<file path="src/rtl/reg_file_dumper.sv">
// -----------------------------------------------------------------------------
// reg_file_dumper
//
// Purpose:
//   Debug / context-save master for the register file. A start pulse makes the
//   block walk read port A over addresses 0..NUM_REGS-1. Each {address, data}
//   pair is streamed out on a valid/ready port. In clear mode each register is
//   written back to zero after its beat has been accepted. The read-A and write
//   ports are only meaningful while busy_o is high.
//
// Ports:
//   clk_i             single clock, all state on the rising edge
//   reset_i           synchronous, active-high reset
//   start_i           begin a dump (only looked at while idle)
//   clear_mode_i      latched together with start_i; 1 = zero each register
//   busy_o            high from the cycle after an accepted start until DONE exits
//   done_o            one-cycle pulse at the end of the walk
//   read_address_a_o  register file read port A address (0 while idle)
//   read_data_a_i     register file read port A data (combinational read)
//   write_address_o   register file write address
//   write_en_o        register file write enable (single-cycle pulses)
//   write_data_o      register file write data, always zero
//   dump_valid_o      dump_address_o / dump_data_o hold a beat
//   dump_ready_i      consumer takes the beat when valid and ready are both high
//   dump_address_o    register index of the current beat
//   dump_data_o       register contents of the current beat
// -----------------------------------------------------------------------------
module reg_file_dumper #(
  parameter int NUM_REGS = 32,
  parameter int ADDR_W   = 16,
  parameter int DATA_W   = 32
) (
  input  logic              clk_i,
  input  logic              reset_i,
  input  logic              start_i,
  input  logic              clear_mode_i,
  output logic              busy_o,
  output logic              done_o,
  output logic [ADDR_W-1:0] read_address_a_o,
  input  logic [DATA_W-1:0] read_data_a_i,
  output logic [ADDR_W-1:0] write_address_o,
  output logic              write_en_o,
  output logic [DATA_W-1:0] write_data_o,
  output logic              dump_valid_o,
  input  logic              dump_ready_i,
  output logic [ADDR_W-1:0] dump_address_o,
  output logic [DATA_W-1:0] dump_data_o
);

  typedef enum logic [2:0] {
    ST_IDLE  = 3'd0,
    ST_READ  = 3'd1,
    ST_SEND  = 3'd2,
    ST_CLEAR = 3'd3,
    ST_DONE  = 3'd4
  } state_t;

  localparam logic [ADDR_W-1:0] LAST_ADDR = ADDR_W'(NUM_REGS - 1);
  localparam logic [ADDR_W-1:0] ADDR_ZERO = {ADDR_W{1'b0}};
  localparam logic [ADDR_W-1:0] ADDR_ONE  = {{(ADDR_W-1){1'b0}}, 1'b1};

  state_t              state_q,      state_d;
  logic [ADDR_W-1:0]   cnt_q,        cnt_d;
  logic                clear_mode_q, clear_mode_d;
  logic                busy_q,       busy_d;
  logic                done_q,       done_d;
  logic                dump_valid_q, dump_valid_d;
  logic [ADDR_W-1:0]   dump_addr_q,  dump_addr_d;
  logic [DATA_W-1:0]   dump_data_q,  dump_data_d;
  logic                write_en_q,   write_en_d;
  logic [ADDR_W-1:0]   write_addr_q, write_addr_d;
  logic                advance_s;

  // State and registered outputs; reset aborts a walk on the very next edge.
  always_ff @(posedge clk_i) begin
    if (reset_i) begin
      state_q      <= ST_IDLE;
      cnt_q        <= ADDR_ZERO;
      clear_mode_q <= 1'b0;
      busy_q       <= 1'b0;
      done_q       <= 1'b0;
      dump_valid_q <= 1'b0;
      dump_addr_q  <= ADDR_ZERO;
      dump_data_q  <= {DATA_W{1'b0}};
      write_en_q   <= 1'b0;
      write_addr_q <= ADDR_ZERO;
    end else begin
      state_q      <= state_d;
      cnt_q        <= cnt_d;
      clear_mode_q <= clear_mode_d;
      busy_q       <= busy_d;
      done_q       <= done_d;
      dump_valid_q <= dump_valid_d;
      dump_addr_q  <= dump_addr_d;
      dump_data_q  <= dump_data_d;
      write_en_q   <= write_en_d;
      write_addr_q <= write_addr_d;
    end
  end

  // Next-state and next-output logic for the walk.
  always_comb begin
    state_d      = state_q;
    cnt_d        = cnt_q;
    clear_mode_d = clear_mode_q;
    dump_valid_d = dump_valid_q;
    dump_addr_d  = dump_addr_q;
    dump_data_d  = dump_data_q;
    write_en_d   = 1'b0;
    write_addr_d = write_addr_q;
    done_d       = 1'b0;
    advance_s    = 1'b0;

    case (state_q)
      ST_IDLE: begin
        // The counter doubles as the read address, so it is parked at 0 here.
        cnt_d        = ADDR_ZERO;
        write_addr_d = ADDR_ZERO;
        if (start_i) begin
          clear_mode_d = clear_mode_i;
          state_d      = ST_READ;
        end else begin
          clear_mode_d = clear_mode_q;
        end
      end
      ST_READ: begin
        // Data is captured here, before any clear, so a beat is never zeroed.
        dump_data_d  = read_data_a_i;
        dump_addr_d  = cnt_q;
        dump_valid_d = 1'b1;
        state_d      = ST_SEND;
      end
      ST_SEND: begin
        if (dump_valid_q && dump_ready_i) begin
          dump_valid_d = 1'b0;
          if (clear_mode_q) begin
            write_en_d   = 1'b1;
            write_addr_d = cnt_q;
            state_d      = ST_CLEAR;
          end else begin
            advance_s = 1'b1;
          end
        end else begin
          state_d = ST_SEND;
        end
      end
      ST_CLEAR: begin
        advance_s = 1'b1;
      end
      ST_DONE: begin
        cnt_d   = ADDR_ZERO;
        state_d = ST_IDLE;
      end
      default: begin
        cnt_d   = ADDR_ZERO;
        state_d = ST_IDLE;
      end
    endcase

    // Shared step to the next register; the counter stops at the last address.
    if (advance_s) begin
      if (cnt_q == LAST_ADDR) begin
        done_d  = 1'b1;
        state_d = ST_DONE;
      end else begin
        cnt_d   = cnt_q + ADDR_ONE;
        state_d = ST_READ;
      end
    end else begin
      done_d = 1'b0;
    end

    busy_d = (state_d != ST_IDLE);
  end

  assign busy_o           = busy_q;
  assign done_o           = done_q;
  assign read_address_a_o = cnt_q;
  assign write_address_o  = write_addr_q;
  assign write_en_o       = write_en_q;
  assign write_data_o     = {DATA_W{1'b0}};
  assign dump_valid_o     = dump_valid_q;
  assign dump_address_o   = dump_addr_q;
  assign dump_data_o      = dump_data_q;

endmodule

</file>
<file path="config.mk">
export PLATFORM = sky130hd
export DESIGN_NAME = reg_file_dumper
export DESIGN_NICKNAME = d
export VERILOG_FILES = /design/src/rtl/reg_file_dumper.sv
export SDC_FILE = /design/constraint.sdc
export NUM_CORES = 1
export LEC_CHECK = 0
export CAP_MARGIN = 20
export CORE_UTILIZATION = 45
export DETAILED_ROUTE_END_ITERATION = 12
export MAX_ROUTING_LAYER = met4
export PLACE_DENSITY = 0.9
export SYNTH_ARGS = -nofsm -noshare
export SYNTH_HDL_FRONTEND = slang
export SYNTH_SLANG_ARGS = --single-unit
</file>
<file path="constraint.sdc">
create_clock -name clk_i -period 2.77 [get_ports clk_i]
set_input_delay 0.554 -clock clk_i [delete_from_list [all_inputs] [get_ports clk_i]]
set_output_delay 0.554 -clock clk_i [all_outputs]
set_load 0.01 [all_outputs]
</file>
### Word level (Yosys, flattened, before mapping)

Cells that the tools add are included.

| word-level totals | value |
|---|---|
| flip-flop bits (word level) | 88 |
| output and inout bits | 116 |
| bits of input ports | 37 |
| word-level logic and storage cells | 50 |

| cells by class | value |
|---|---|
| add/subtract/negate cells | 1 |
| multiplexer cells | 19 |
| equality and inequality tests | 6 |
| bitwise logic cells | 3 |
| reduce and logical (&&, ||, !) cells | 11 |

Operators with widths:

| cell | number |
|---|---|
| $mux 16 | 5 |
| $pmux 16 s2 | 1 |
| $add 16x1->16 const B | 1 |
| $eq 16x5->1 const B | 1 |
| $mux 3 | 5 |
| $pmux 3 s4 | 1 |
| $eq 3x2->1 const B | 2 |
| $reduce_or 3->1 | 2 |
| $mux 1 | 5 |
| $ne 2x2->1 const B | 2 |
| $pmux 1 s2 | 2 |
| $reduce_and 2->1 | 2 |
| $reduce_bool 2->1 | 2 |
| $eq 3x1->1 const B | 1 |
| $logic_not 3->1 | 1 |
| $not 1->1 | 3 |
| $reduce_and 3->1 | 1 |
| $reduce_bool 3->1 | 1 |
| $reduce_or 2->1 | 1 |
| $logic_and 1x1->1 | 1 |

### Logic depth before layout (Yosys ltp)

| logic depth | value |
|---|---|
| word-level depth | 5 |
| depth in mapped cells | 7 |
| depth with buffers taken out | 6 |

### Worst setup path before layout

Ideal clock, no wire load.

| timing path | value |
|---|---|
| path kind | register -> register |
| start point | register cnt_q[0], in the netlist read_address_a_o[0] |
| end point | register cnt_q[15], in the netlist read_address_a_o[15] |
| path slack | 1.104 ns |
| data required time | 2.700 ns |
| clock period less this slack | 1.666 ns |
| library setup time | 0.070 ns |
| arrival | 1.596 ns |
| cell stages (with the launch flop) | 7 |
| buffers on the path | 0 |
| cells stage by stage | dfxtp_1 -> ha_1 -> and4_1 -> nand4_2 -> nand3_2 -> or3_1 -> a21oi_1 |

| between the ends | value |
|---|---|
| longest elaborated chain between the ends | 3 |
| elaborated cells on any way between the ends | 4 |
| those cells by class | add/sub: 1; eq/ne: 1; mux: 2 |

Ends and longest elaborated chain:

| element | RTL line | RTL |
|---|---|---|
| from (decl) | 63 | `logic [ADDR_W-1:0] cnt_q, cnt_d;` |
| from (signal assigned) | 89 | `cnt_q <= cnt_d;` |
| $add 16x1->16 / $eq 16x5->1 (equally long branches) | 166, 162 |  |
| $mux 16 (*) | 162 | `if (cnt_q == LAST_ADDR) begin` |
| $mux 16 (*) | 161 | `if (advance_s) begin` |

Every way passes the cells marked *; elsewhere a longest branch is shown, timed or not.
A chain may end at the register's enable or synchronous reset.

### Worst setup path in the final report

| timing path | value |
|---|---|
| start point | register cnt_q[10], in the netlist read_address_a_o[10] |
| end point | output port read_address_a_o[10] |

RTL lines:

| element | RTL line | RTL |
|---|---|---|
| to (decl) | 39 | `output logic [ADDR_W-1:0] read_address_a_o,` |

No word-level cell between the ends.

==> summary.txt <==
Cells and area
  – Sequential Area: 1760 µm²
  – Layout cells sized above 1: 7.03%
  – Antenna Cells: 0
  – Multi-input logic area: 1510 µm²
  – Fin nets: 559
  – Area Overhead vs Synth: 38.7%
  – Fillers: 587

Worst setup path
  – Cells along the critical path: clkdlybuf4s50_1
  – Critical Path AT: 1.50 ns
  – Worst Path Buf+Inv: 1
  – CP delay by family, top: buffers and inverters
  – Crit-path slowest cell: clkdlybuf4s50_1
  – Worst Path Max Fanout: 8
  – Critical path launch point type: flop
  – Critical setup path kind: flop to output port
  – Kind of end point of the critical path: output port
  – Required time of the worst setup path: 2.22 ns
  – Largest stage delay, worst path: 0.61 ns

Power
  – Pleak: 1.74 nW
  – Pwr/cell area: 514 nW/µm²
  – Worst VDD drop: 291 µV

CTS
  – Post-CTS sizing: 0
  – Postcts setup bufs: 0
  – Hold Buf Count CTS: 0
  – Clk slew on worst S/H paths: 0.09 ns
  – H-tree levels: 3
  – CTS tree: built
  – TritonCTS Buffers: 9
  – Longest Clk Path Bufs: 2
  – Latest clock arrival within the worst-skew pair: 0.35 ns
  – CTS root buf: clkbuf_8
  – Clk sinks: 88

Drt
  – # DRC: 0
  – Vias per inst: 5.00
  – 1st-iter DRT viols: 124
  – Routed Wire Length: 8750 µm
  – Detail Route Antenna Nets: 0
  – DRT Pass-1 Iters: 5
  – Via Count: 3128
  – Routed length per instance: 14.0 µm

Global route
  – First-pass GRT wire length: 14100 µm
  – GRT overflow: 0
  – Vias in the first global route: 2954
  – Initial antenna violation count: 0
  – GRT Total Usage: 22.1%
  – Largest net degree at the start of global routing: 58

Synthesis
  – Mapped Area: 3510 µm²
  – Post-synthesis sequential area ratio: 50.1%
  – Synth Warn #: 0
  – Post-synth cell types: 39
  – Synthesized flop and latch total: 88
  – Cells after Synth: 407
  – Syn_area_per_cell: 8.63 µm²

Floorplan
  – Die Wd: 90.4 µm
  – Rows: 31
  – Die H: 90.4 µm
  – Initial Utilization: 47.4%
  – Core area: 7410 µm²
  – IO Pins: 153
  – Die area: 8160 µm²

Placed design
  – Gpl congestion: 0.852
  – Port Buffer Count: 120
  – Post-DP HPWL: 6080 µm
  – Setup WS pre-CTS: 0.475 ns

Timing
  – Final Skew: 0.00904 ns
  – Final setup TNS: 0 ns
  – Final hold vios: 0
  – Final min period: 2.05 ns
  – Max Fclk: 487 MHz
  – Final period utilization: 74.1%
  – Worst hold margin: 0.458 ns
  – RSZ-0062 raised after global routing: no
  – Final setup violation count: 0
  – Worst setup margin: 0.718 ns
  – Final-report max-slew violation count: 0
  – Actual slew at the worst max-slew pin: 0.762 ns
  – Slew HR: 49.1%

Status
  – Status: finished clean

Run
  – MaxCap Viol Count: 0

Min path
  – Tightest Hold Check Type: flop to flop
stage by stage:
stage | cell area (µm²) | cells | total power [W] | utilization (%)
5_1_grt | 4870 | 625 | 0.00262 | 65.8
3_3_place_gp | 4670 | 609 | 0.00163 | 63.0
4_1_cts | 4870 | 625 | 0.00254 | 65.8
6_report | 4870 | 625 | 0.00251 | 65.8
3_5_place_dp | 4670 | 609 | 0.00164 | 63.0
2_1_floorplan | 3630 | 438 | 0.00153 | -
sequential cells by signal, indices dropped and copies added (netlist names):
register	flops
dump_data_o	32
done_o	1
dump_valid_o	1
dump_address_o	16
read_address_a_o	16
state_q	3
write_address_o	16
clear_mode_q	1
busy_o	1
write_en_o	1
layout by cell type (no fill, tap or decap), types with 2 or more instances in the layout:
master	n
o31ai_1	2
dfxtp_1	88
nand2_1	108
a22o_1	15
nor3_1	3
inv_6	2
a21oi_1	54
nand3b_1	2
clkinv_2	2
nand3_2	3
inv_1	2
buf_4	7
clkdlybuf4s50_1	119
or3_1	2
nor2_1	19
nor4_1	3
o21ai_0	3
clkbuf_8	10
conb_1	32
and3_1	4
nand4_1	5
nand3_1	10
nor3_2	2
xor2_1	10
cell families (layout without fill, tap and decap cells):
| logic type | count (synthesis) | after routing | share of synthesized area, % |
|---|---|---|---|
| flip-flops | 88 | 88 | 50.1 |
| buffers and inverters | 58 | 146 | 10.4 |
| adder cells (fa/ha/maj) | 1 | 1 | 0.356 |
| XOR/XNOR | 10 | 10 | 2.49 |
| AND/OR/NAND/NOR | 168 | 168 | 21.9 |
| AO/OA/AOI/OAI | 80 | 80 | 14.4 |
| other | 1 | 32 | 0.107 |
| multiplexers | 1 | 1 | 0.285 |
cell type report:
class,count,area share [%]
well taps,99,2.54
repair buffers,128,26.0
clock inverters,6,1.36
multi-input cells,292,31.0
inverters,2,0.154
clock buffers,10,2.82
flip-flops and latches,88,36.1
synthesized netlist by cell type (all sizes together):
master	instances	area, µm²
or4	1	7.51
nand3b	2	15.0
xor2	10	87.6
clkbuf	12	45.0
ha	1	12.5
inv	2	7.51
o21ai	4	20.0
buf	44	312
mux2i	1	10.0
or3	2	12.5
dfxtp	88	1760
o31ai	2	15.0
nand3	13	80.1
and4	2	20.0
a21oi	55	287
nor3	5	30.0
nor4	4	40.0
nor2	19	71.3
and3	5	36.3
a2111oi	1	27.5
a21boi	1	7.51
nand4	6	43.8
a22o	16	141
nand2b	1	6.26
nand2	108	405
o211ai	1	7.51
conb	1	3.75
power breakdown:
part	switching (W)	internal [W]	total [W]
sequential	0.0000230	0.00130	0.00132
combinational	0.000154	0.000132	0.000285
clock	0.000456	0.000447	0.000902
total	0.000632	0.00188	0.00251
worst paths after layout:
check,end,startpoint,slack (ns),cells past startpoint
worst min register to register,dump_address_o[4]$_SDFFE_PP0P_,dump_address_o[4]$_SDFFE_PP0P_,0.46,2
worst min-delay path,dump_address_o[4]$_SDFFE_PP0P_,dump_address_o[4]$_SDFFE_PP0P_,0.46,2
worst max register to register,read_address_a_o[15]$_SDFF_PP0_,read_address_a_o[0]$_SDFF_PP0_,0.83,6
worst max-delay path,read_address_a_o[10],read_address_a_o[10]$_SDFF_PP0_,0.72,1
per-layer routing:
layer,up-vias,wire (µm),global-route usage (%)
met2,138,4290,36.7
met1,1446,3700,26.1
met5,-,0,-
met4,0,164,9.54
li1,1528,-,-
met3,16,591,4.12
worst reg2reg max path: cells and delay by family, from the launching register on:
kind	cells	cell delay, ns
and+or+nand+nor	4	1.01
DFF	1	0.41
adders and majority gates	1	0.29
AOI/OAI and AO/OA	1	0.17
No activity file was read; power rests on OpenSTA's default activity.
